**src/rtl/ps2_scancode_fifo_if.sv**
```systemverilog
// Consumer-side bundle of the PS/2 scancode queue: receive enable, pop/clear
// controls and the head entry plus status returned by the queue.
interface ps2_scancode_fifo_if #(
  parameter int unsigned AW = 4
);
  logic          enable_rcv;
  logic          pop;
  logic          clear_errors;
  logic [9:0]    dout;
  logic          empty;
  logic          full;
  logic [AW:0]   count;
  logic          overflow;
  logic          frame_error;

  // Consumer (register interface / keymap translator) side
  modport master (
    output enable_rcv, pop, clear_errors,
    input  dout, empty, full, count, overflow, frame_error
  );

  // Receiver/queue side
  modport slave (
    input  enable_rcv, pop, clear_errors,
    output dout, empty, full, count, overflow, frame_error
  );
endinterface

```
**src/rtl/ps2_scancode_fifo.sv**
```systemverilog
// PS/2 device-to-host receiver: synchronises and debounces the PS/2 lines,
// deserialises 11-bit frames, folds E0/F0 prefixes into flags and queues
// complete key events in a show-ahead FIFO of 2**AW entries.
module ps2_scancode_fifo #(
  parameter int unsigned AW      = 4,
  parameter int unsigned FILTER  = 8,
  parameter int unsigned TIMEOUT = 20000,
  parameter int unsigned DECODE  = 1
) (
  input  logic                    clk,
  input  logic                    rst_n,
  input  logic                    ps2clk_i,
  input  logic                    ps2data_i,
  ps2_scancode_fifo_if.slave      bus
);

  localparam int unsigned Depth = 1 << AW;
  localparam int unsigned TW    = $clog2(TIMEOUT + 1);
  localparam logic [AW:0] DepthVal = {1'b1, {AW{1'b0}}};

  typedef enum logic [1:0] {StIdle, StData, StParity, StStop} state_e;

  // Synchroniser and filter state
  logic          clk_s1_q, clk_s2_q, dat_s1_q, dat_s2_q;
  logic          filt_q, filt_d, filt_prev_q;
  logic [7:0]    filt_cnt_q, filt_cnt_d;
  logic          bit_evt;

  // Frame FSM state
  state_e        state_q, state_d;
  logic [2:0]    bit_cnt_q, bit_cnt_d;
  logic [7:0]    shift_q, shift_d;
  logic          par_q, par_d;
  logic          par_err_q, par_err_d;
  logic          byte_vld_q, byte_vld_d;
  logic [TW-1:0] tmo_q, tmo_d;
  logic          frame_err_pulse;

  // Decode and FIFO state
  logic          ext_q, ext_d, rel_q, rel_d;
  logic          push_req, push_ok, pop_eff, ovf_set;
  logic [9:0]    wdata;
  logic [AW-1:0] wptr_q, wptr_d, rptr_q, rptr_d;
  logic [AW:0]   cnt_q, cnt_d;
  logic          overflow_q, overflow_d, frame_error_q, frame_error_d;
  logic [9:0]    mem_q [Depth];

  // Debounce: the filtered clock follows only after FILTER identical samples
  always_comb begin
    filt_d     = filt_q;
    filt_cnt_d = '0;
    if (clk_s2_q != filt_q) begin
      if (filt_cnt_q == 8'(FILTER - 1)) begin
        filt_d = clk_s2_q;
      end else begin
        filt_cnt_d = filt_cnt_q + 8'd1;
      end
    end
  end

  assign bit_evt = filt_prev_q & ~filt_q;

  // Frame FSM next state, bit assembly and inter-bit timeout
  always_comb begin
    state_d         = state_q;
    bit_cnt_d       = bit_cnt_q;
    shift_d         = shift_q;
    par_d           = par_q;
    par_err_d       = par_err_q;
    byte_vld_d      = 1'b0;
    frame_err_pulse = 1'b0;
    if (state_q == StIdle || bit_evt) tmo_d = '0;
    else                              tmo_d = tmo_q + TW'(1);

    unique case (state_q)
      StIdle: begin
        if (bit_evt && bus.enable_rcv && !dat_s2_q) begin
          state_d   = StData;
          bit_cnt_d = '0;
          par_d     = 1'b0;
        end
      end
      StData: begin
        if (bit_evt) begin
          shift_d   = {dat_s2_q, shift_q[7:1]};
          par_d     = par_q ^ dat_s2_q;
          bit_cnt_d = bit_cnt_q + 3'd1;
          if (bit_cnt_q == 3'd7) state_d = StParity;
        end
      end
      StParity: begin
        if (bit_evt) begin
          // Odd parity over data + parity bit
          par_err_d = ~(par_q ^ dat_s2_q);
          state_d   = StStop;
        end
      end
      StStop: begin
        if (bit_evt) begin
          state_d = StIdle;
          if (dat_s2_q && !par_err_q) byte_vld_d = 1'b1;
          else                        frame_err_pulse = 1'b1;
        end
      end
    endcase

    if (state_q != StIdle && !bit_evt && tmo_q == TW'(TIMEOUT - 1)) begin
      state_d         = StIdle;
      frame_err_pulse = 1'b1;
      tmo_d           = '0;
    end
  end

  // Prefix folding, FIFO pointers/count and sticky error flags
  always_comb begin
    ext_d    = ext_q;
    rel_d    = rel_q;
    push_req = 1'b0;
    wdata    = {rel_q, ext_q, shift_q};
    if (frame_err_pulse) begin
      ext_d = 1'b0;
      rel_d = 1'b0;
    end else if (byte_vld_q) begin
      if (DECODE != 0 && shift_q == 8'hE0) begin
        ext_d = 1'b1;
      end else if (DECODE != 0 && shift_q == 8'hF0) begin
        rel_d = 1'b1;
      end else begin
        push_req = 1'b1;
        ext_d    = 1'b0;
        rel_d    = 1'b0;
      end
    end

    pop_eff = bus.pop & (cnt_q != '0);
    // A simultaneous pop frees a slot, so a push into a full queue still fits
    push_ok = push_req & ((cnt_q != DepthVal) | pop_eff);
    ovf_set = push_req & ~push_ok;

    wptr_d = wptr_q + AW'(push_ok);
    rptr_d = rptr_q + AW'(pop_eff);
    cnt_d  = cnt_q;
    if (push_ok && !pop_eff)      cnt_d = cnt_q + 1'b1;
    else if (!push_ok && pop_eff) cnt_d = cnt_q - 1'b1;

    overflow_d    = (overflow_q & ~bus.clear_errors) | ovf_set;
    frame_error_d = (frame_error_q & ~bus.clear_errors) | frame_err_pulse;
  end

  // State registers with synchronous active-low reset
  always_ff @(posedge clk) begin
    if (!rst_n) begin
      clk_s1_q      <= 1'b1;
      clk_s2_q      <= 1'b1;
      dat_s1_q      <= 1'b1;
      dat_s2_q      <= 1'b1;
      filt_q        <= 1'b1;
      filt_prev_q   <= 1'b1;
      filt_cnt_q    <= '0;
      state_q       <= StIdle;
      bit_cnt_q     <= '0;
      shift_q       <= '0;
      par_q         <= 1'b0;
      par_err_q     <= 1'b0;
      byte_vld_q    <= 1'b0;
      tmo_q         <= '0;
      ext_q         <= 1'b0;
      rel_q         <= 1'b0;
      wptr_q        <= '0;
      rptr_q        <= '0;
      cnt_q         <= '0;
      overflow_q    <= 1'b0;
      frame_error_q <= 1'b0;
    end else begin
      clk_s1_q      <= ps2clk_i;
      clk_s2_q      <= clk_s1_q;
      dat_s1_q      <= ps2data_i;
      dat_s2_q      <= dat_s1_q;
      filt_q        <= filt_d;
      filt_prev_q   <= filt_q;
      filt_cnt_q    <= filt_cnt_d;
      state_q       <= state_d;
      bit_cnt_q     <= bit_cnt_d;
      shift_q       <= shift_d;
      par_q         <= par_d;
      par_err_q     <= par_err_d;
      byte_vld_q    <= byte_vld_d;
      tmo_q         <= tmo_d;
      ext_q         <= ext_d;
      rel_q         <= rel_d;
      wptr_q        <= wptr_d;
      rptr_q        <= rptr_d;
      cnt_q         <= cnt_d;
      overflow_q    <= overflow_d;
      frame_error_q <= frame_error_d;
    end
  end

  // Queue storage; contents are masked by empty so it needs no reset
  always_ff @(posedge clk) begin
    if (push_ok) mem_q[wptr_q] <= wdata;
  end

  assign bus.empty       = (cnt_q == '0);
  assign bus.full        = (cnt_q == DepthVal);
  assign bus.count       = cnt_q;
  assign bus.dout        = (cnt_q == '0) ? 10'd0 : mem_q[rptr_q];
  assign bus.overflow    = overflow_q;
  assign bus.frame_error = frame_error_q;

endmodule

```
**src/flat_wrapper.sv**
```systemverilog
// flat-port wrapper written by rule: the top's interface ports become plain ports
module ps2_scancode_fifo_flat 
#(
  parameter int unsigned AW      = 4,
  parameter int unsigned FILTER  = 8,
  parameter int unsigned TIMEOUT = 20000,
  parameter int unsigned DECODE  = 1
)
  (clk, rst_n, ps2clk_i, ps2data_i, bus_enable_rcv, bus_pop, bus_clear_errors, bus_dout, bus_empty, bus_full, bus_count, bus_overflow, bus_frame_error);
  ps2_scancode_fifo_if #(.AW(AW)) bus_i ();
  input  logic clk;
  input  logic rst_n;
  input  logic ps2clk_i;
  input  logic ps2data_i;
  input wire logic [$bits(bus_i.enable_rcv)-1:0] bus_enable_rcv;
  input wire logic [$bits(bus_i.pop)-1:0] bus_pop;
  input wire logic [$bits(bus_i.clear_errors)-1:0] bus_clear_errors;
  output wire logic [$bits(bus_i.dout)-1:0] bus_dout;
  output wire logic [$bits(bus_i.empty)-1:0] bus_empty;
  output wire logic [$bits(bus_i.full)-1:0] bus_full;
  output wire logic [$bits(bus_i.count)-1:0] bus_count;
  output wire logic [$bits(bus_i.overflow)-1:0] bus_overflow;
  output wire logic [$bits(bus_i.frame_error)-1:0] bus_frame_error;
  assign bus_i.enable_rcv = bus_enable_rcv;
  assign bus_i.pop = bus_pop;
  assign bus_i.clear_errors = bus_clear_errors;
  assign bus_dout = bus_i.dout;
  assign bus_empty = bus_i.empty;
  assign bus_full = bus_i.full;
  assign bus_count = bus_i.count;
  assign bus_overflow = bus_i.overflow;
  assign bus_frame_error = bus_i.frame_error;
  ps2_scancode_fifo #(.AW(AW), .FILTER(FILTER), .TIMEOUT(TIMEOUT), .DECODE(DECODE)) u_core (.clk(clk), .rst_n(rst_n), .ps2clk_i(ps2clk_i), .ps2data_i(ps2data_i), .bus(bus_i));
endmodule
```
**config.mk**
```make
export PLATFORM = sky130hd
export DESIGN_NAME = ps2_scancode_fifo_flat
export DESIGN_NICKNAME = d
export VERILOG_FILES = /design/src/rtl/ps2_scancode_fifo_if.sv /design/src/rtl/ps2_scancode_fifo.sv /design/src/flat_wrapper.sv
export SDC_FILE = /design/constraint.sdc
export NUM_CORES = 1
export LEC_CHECK = 0
export BUFFER_PORTS_ARGS = -buffer_cell sky130_fd_sc_hd__buf_2
export CORE_MARGIN = 1.5
export CORE_UTILIZATION = 50
export DETAILED_ROUTE_END_ITERATION = 6
export PLACE_DENSITY = 0.66
export REMOVE_ABC_BUFFERS = 1
export SETUP_SLACK_MARGIN = 0.02
export SYNTH_ARGS = -nofsm -noshare
export SYNTH_HDL_FRONTEND = slang
export SYNTH_SLANG_ARGS = --single-unit
```
**constraint.sdc**
```tcl
create_clock -name clk -period 4.09 [get_ports clk]
set_input_delay 0.818 -clock clk [delete_from_list [all_inputs] [get_ports clk]]
set_output_delay 0.818 -clock clk [all_outputs]
set_load 0.01 [all_outputs]
```
==> After elaboration in Yosys (flattened, before gate mapping) <==
Memory sizes are Yosys's and may differ from the RTL's. A register that Yosys moved wholly into a read port is not among the register bits.
Cells that the tools add are included.
{ "op_classes": {"reduce_logical": 31, "eq_ne": 17, "n_mux": 30, "bitwise_logic": 17, "add_sub_neg": 7} }
{ "ops": {"columns": ["cell", "count"], "rows": [
  ["equality test 8 bit, second input constant", 2],
  ["2-to-1 mux 1 bit", 16],
  ["adder 15 x 1 -> 15 bit, second input constant", 1],
  ["equality test 15 bit, second input constant", 1],
  ["2-to-1 mux 10 bit", 1],
  ["2-to-1 mux 2 bit", 5],
  ["2-to-1 mux 5 bit", 2],
  ["inequality test 2 x 1 -> 1 bit, second input constant", 5],
  ["AND reduction 2 bit", 5],
  ["adder 4 x 1 -> 4 bit", 2],
  ["adder 8 x 1 -> 8 bit, second input constant", 1],
  ["equality test 8 x 3 -> 1 bit, second input constant", 1],
  ["one-hot mux 2 bit (4 select lines)", 1],
  ["logical AND 1 bit", 7],
  ["NOT 1 bit", 7],
  ["AND 1 bit", 6],
  ["2-to-1 mux 3 bit", 2],
  ["one-hot mux 3 bit (2 select lines)", 1],
  ["AND reduction 3 bit", 2],
  ["nonzero test 2 bit", 3],
  ["OR reduction 3 bit", 2],
  ["adder 5 x 1 -> 5 bit, second input constant", 1],
  ["equality test 5 bit, second input constant", 1],
  ["logical NOT 1 bit", 5],
  ["other kinds (18)", 22]
]} }
{ "totals": {"elab_cells": 124, "reg_bits": 62, "mem_bits_rw": 160, "out_inout_bits": 19, "inputBits": 7, "n_memories": 1} }
{ "mem_list": {"columns": ["memory", "depth", "word_bits", "read_ports", "rd_ports_with_merged_regs", "wr", "line", "rtl"], "rows": [
  ["u_core.mem_q", 16, 10, 1, 1, 1, "ps2_scancode_fifo.sv:46", "logic [9:0] mem_q [Depth];"]
]} }

==> Longest topological paths before layout <==
{ "logic_depth": {"word_depth": 12, "depth_mapped": 14, "mapped_depth_nobuf": 12} }

==> Worst setup path before layout <==
No wires, ideal clock.
{ "synth_timing": {"path_kind": "reg-to-reg", "startpoint": "register u_core.tmo_q[0]", "endpoint": "register u_core.cnt_q[4], in the netlist u_core.bus.count[4]", "setup_time_ns": 0.072, "stages_incl_launch_ff": 15, "period_less_slack_ns": 2.832, "arrival_time_ns": 2.761, "n_path_buf": 2, "slack_ns": 1.258, "path_cell_list": "dfxtp_1 > ha_1 > and4_1 > buf_2 > nand4_4 > o31ai_4 > buf_6 > nor2_1 > ha_1 > inv_1 > ha_1 > a21oi_1 > a211oi_1 > a31oi_1 > mux2i_1"} }
{ "synth_between": {"elab_chain_cells": 8} }
{ "synth_rtl": {"columns": ["element", "line", "rtl"], "rows": [
  ["start: declaration", "ps2_scancode_fifo.sv:36", "logic [TW-1:0] tmo_q, tmo_d;"],
  ["start signal: assignment", "ps2_scancode_fifo.sv:188", "tmo_q <= tmo_d;"],
  ["equality test 15 bit (*)", "ps2_scancode_fifo.sv:107", "if (state_q != StIdle && !bit_evt && tmo_q == TW'(TIMEOUT - 1)) begin"],
  ["logical AND 1 bit (*)", "ps2_scancode_fifo.sv:107", null],
  ["2-to-1 mux 1 bit (*)", "ps2_scancode_fifo.sv:107", null],
  ["2-to-1 mux 1 bit (*)", "ps2_scancode_fifo.sv:120", "if (frame_err_pulse) begin"],
  ["AND 1 bit (*)", "ps2_scancode_fifo.sv:137", "push_ok = push_req & ((cnt_q != DepthVal) | pop_eff);"],
  ["logical NOT 1 bit", "ps2_scancode_fifo.sv:144", "else if (!push_ok && pop_eff) cnt_d = cnt_q - 1'b1;"],
  ["logical AND 1 bit", "ps2_scancode_fifo.sv:144", null],
  ["nonzero test 2 bit (no source line)", null, null],
  ["end signal: assignment", "ps2_scancode_fifo.sv:193", "cnt_q <= cnt_d;"],
  ["end: declaration", "ps2_scancode_fifo.sv:44", "logic [AW:0] cnt_q, cnt_d;"]
]} }
Every way passes the cells marked *; elsewhere a longest branch is shown, timed or not.
A chain may end at the register's enable or synchronous reset.

==> results.sh <==
export IMPL_startpoint="u_core.rptr_q[0]"
export IMPL_antenna_found_initial=0
export IMPL_async_flop_share_pct=0
export IMPL_period_share_pct=83.1
export IMPL_clock_skew_ns=0.00835
export IMPL_yosysWarnings=0
export IMPL_hold_start="u_core.clk_s1_q"
export IMPL_numPortBuffers=25
export IMPL_p_seq_share_pct=46.8
export IMPL_final_cell_area_mm2=0.0104
export IMPL_first_iter_violations=359
export IMPL_cts_sinks=222
export IMPL_cp_required_ns=3.27
export IMPL_critPathSlowestCell="dfxtp_2"
export IMPL_switching_share_pct=25.1
export IMPL_worst_slew_pin_slew_ns=0.947
export IMPL_grt_pass1_wl_mm=27.0
export IMPL_gr_total_overflow=0
export IMPL_avgSynthCellArea_um2=15.6
export IMPL_multi_input_area_mm2=0.00295
export IMPL_cp_end_kind="output pin"
export IMPL_fp_dieW_um=138
export IMPL_synth_compound_gate_area_share_pct=3.83
export IMPL_status="finished clean"
export IMPL_power_internal_mw=4.01
export IMPL_min_period_ns=3.40
export IMPL_r2r_start="u_core.shift_q[5]"
export IMPL_hold_path_class="reg2reg"
export IMPL_synthAdderAreaFrac_pct=2.42
export IMPL_fp_coreArea_mm2=0.0179
export IMPL_cts_hold_fix_buffers=0
export IMPL_io_pins=26
export IMPL_rsz0062_at_grt="no"
export IMPL_fmax_ghz=0.294
export IMPL_place_gp_congestion=0.801
export IMPL_path_cells="buf_4 -> mux4_2 -> mux2i_1 -> a211oi_1 -> buf_2"
export IMPL_dpl_instance_area_mm2=0.00968
export IMPL_synthDistinctLibCells=51
export IMPL_maxCapViolations=0
export IMPL_pwr_share_clk_pct=36.6
export IMPL_htreeDepth=1
export IMPL_cts_clk_slew_worst_paths_ns=0.06
export IMPL_pwr_share_comb_pct=16.7
export IMPL_syn_to_final_growth_pct=14.3
export IMPL_antenna_cells=0
export IMPL_place_ws_ns=0.932
export IMPL_synth_xor_area_share_pct=2.51
export IMPL_postCtsSetupBuffers=0
export IMPL_cts_inserted_buffers=23
export IMPL_drv_slew=0
export IMPL_vias=4938
export IMPL_ys_seq_elements=222
export IMPL_grt_start_max_net_pins=25
export IMPL_grt_pass1_vias=4929
export IMPL_crit_type="reg2out"
export IMPL_synth_area_mux_share_pct=12.1
export IMPL_synth_main_ff_cell="edfxtp_1"
export IMPL_tritoncts="done"
export IMPL_synth_edf_count=160
export IMPL_routedWlPerCell_um=19.6
export IMPL_grt_usage_pct=18.9
export IMPL_synth_seq_area_share_pct=66.6
export IMPL_synthSimpleGateAreaFrac_pct=10.5
export IMPL_ctsRootBufferMaster="clkbuf_16"
export IMPL_die_height_um=138
export IMPL_hold_viol=0
export IMPL_relSlewSlack_pct=36.8
export IMPL_pwr_density_cell_mw_per_mm2=516
export IMPL_yosys_area_top_type="edfxtp_1"
export IMPL_avgViaCountPerCell=5.64
export IMPL_initial_core_util_pct=50.7
export IMPL_yosysTopAreaCellShare_pct=52.9
export IMPL_netlist_area_mm2=0.00908
export IMPL_detailedRoute_firstPassIterationCount=4
export IMPL_setup_viol=0
export IMPL_holdWs_ns=0.408
export IMPL_drtAntennaViolNets=0
export IMPL_synthCells=582
export IMPL_start_kind="flip-flop"
export IMPL_drcViolationCount=0
export IMPL_yosys_cell_count_top_type="edfxtp_1"
export IMPL_ys_top_cells_by_area="edfxtp_1 (53%), dfxtp_1 (14%), mux4_2 (9.9%)"
export IMPL_reg2regPathDepth=12
export IMPL_rows=49
export IMPL_ir_drop_v=0.000380
export IMPL_wl_mm=17.2
export IMPL_p_sw_mw=1.35
export IMPL_power_leakage_nw=3.49
export IMPL_worstPathArrival_ns=2.58
export IMPL_cp_max_fo=19
export IMPL_layout_drive_gt1_share_pct=23.2
export IMPL_worstSkewPairLatency_ns=0.50
export IMPL_hpwl_mm=11.0
export IMPL_netlist_top_cells_count="edfxtp_1 (160), dfxtp_1 (62), nor2_1 (47)"
export IMPL_slowest_delay_ns=0.67
export IMPL_worst_slack_ns=0.690
export IMPL_setup_tns_final_ns=0
export IMPL_n_fill_cell=1395
export IMPL_clock_path_buffers=3
export IMPL_ff_latch_area_mm2=0.00605
export IMPL_dieArea_mm2=0.0190
export IMPL_ctsResizeCount=0
export IMPL_synth_top_family_by_area="multiplexers"
export IMPL_final_nets=655
export IMPL_holdPathStages=1
-- state kept, by name, indices dropped and copies added (netlist names), 2 cells and up --
name	count
u_core.bus.count	5
u_core.mem_q	160
u_core.wptr_q	4
u_core.state_q	2
u_core.tmo_q	15
u_core.bit_cnt_q	3
u_core.filt_cnt_q	8
u_core.rptr_q	4
u_core.shift_q	8
-- through the flow --
step                power (mW)  std cells  util (%)
finish                    5.36        876      58.0
global route              5.61        876      58.0
CTS                       5.44        876      58.0
detailed placement        3.47        835      54.0
global placement          3.46        835      54.0
floorplan                 3.14        553         -
-- cells by family after synthesis --
logic type                 count (synthesis)
AOI/OAI and AO/OA                         49
DFF                                      222
xor gates and xnor gates                  26
and+or+nand+nor                          171
adders and majority gates                 17
muxes                                     60
buffers and inverters                     37
-- path summary, 6_finish.rpt --
| check | to | slack [ns] |
|---|---|---|
| max | bus_dout[5] | 0.69 |
| min | u_core.clk_s2_q | 0.41 |
| max reg2reg | u_core.bus.count[4] | 0.89 |
| min reg2reg | u_core.clk_s2_q | 0.41 |
-- routing by layer --
metal	vias up	track usage (%)	wire [um]
met1	2454	25.7	7230
met5	-	0	0
li1	2346	-	-
met2	120	32.4	8770
met3	18	2.94	980
met4	0	4.22	189
-- cell usage in the layout (no fill, tap or decap), types with 2 or more instances in the layout --
cell / n
nand4_1: 6
clkbuf_16: 23
nor4_2: 16
dfxtp_2: 2
and4_1: 2
dfxtp_1: 60
a21oi_1: 12
buf_4: 26
clkinvlp_2: 2
nand2b_1: 13
nor4_1: 5
a211oi_1: 22
nor4b_4: 2
mux4_2: 40
edfxtp_1: 160
clkbuf_1: 6
nor3_1: 6
ha_1: 16
and3_1: 2
o21ai_0: 2
nor2b_1: 17
xnor2_1: 13
buf_12: 2
clkinv_1: 5
bufinv_16: 2
a31oi_1: 2
or2_2: 3
nand3_1: 14
mux2i_1: 20
nand2_1: 20
and2_1: 6
or3_1: 2
nand3b_1: 2
a21o_1: 2
inv_1: 8
buf_2: 25
nor2_1: 47
xor2_1: 13
a32oi_1: 2
-- cell type report --
| type | count | area share, % |
|---|---|---|
| Tap cell | 229 | 2.76 |
| Sequential cell | 222 | 58.2 |
| Clock inverter | 12 | 1.06 |
| Timing Repair Buffer | 53 | 3.47 |
| Inverter | 8 | 0.289 |
| Multi-Input combinational cell | 323 | 28.4 |
| Clock buffer | 29 | 5.76 |
-- worst max-delay path, delay by kind of cell, from the launching register on --
| kind | cells | cell delay [ns] |
|---|---|---|
| DFF | 1 | 0.67 |
| buffers and inverters | 2 | 0.60 |
| AOI/OAI and AO/OA | 1 | 0.12 |
| muxes | 2 | 0.67 |
-- power groups by stage --
stage	combinational, mW	clock [mW]	sequential, mW
floorplan	0.542	0	2.60
global placement	0.900	0	2.56
detailed placement	0.908	0	2.56
CTS	0.911	2.02	2.51
global route	0.986	2.10	2.52
finish	0.894	1.96	2.51
No activity file was read; power rests on OpenSTA's default activity.
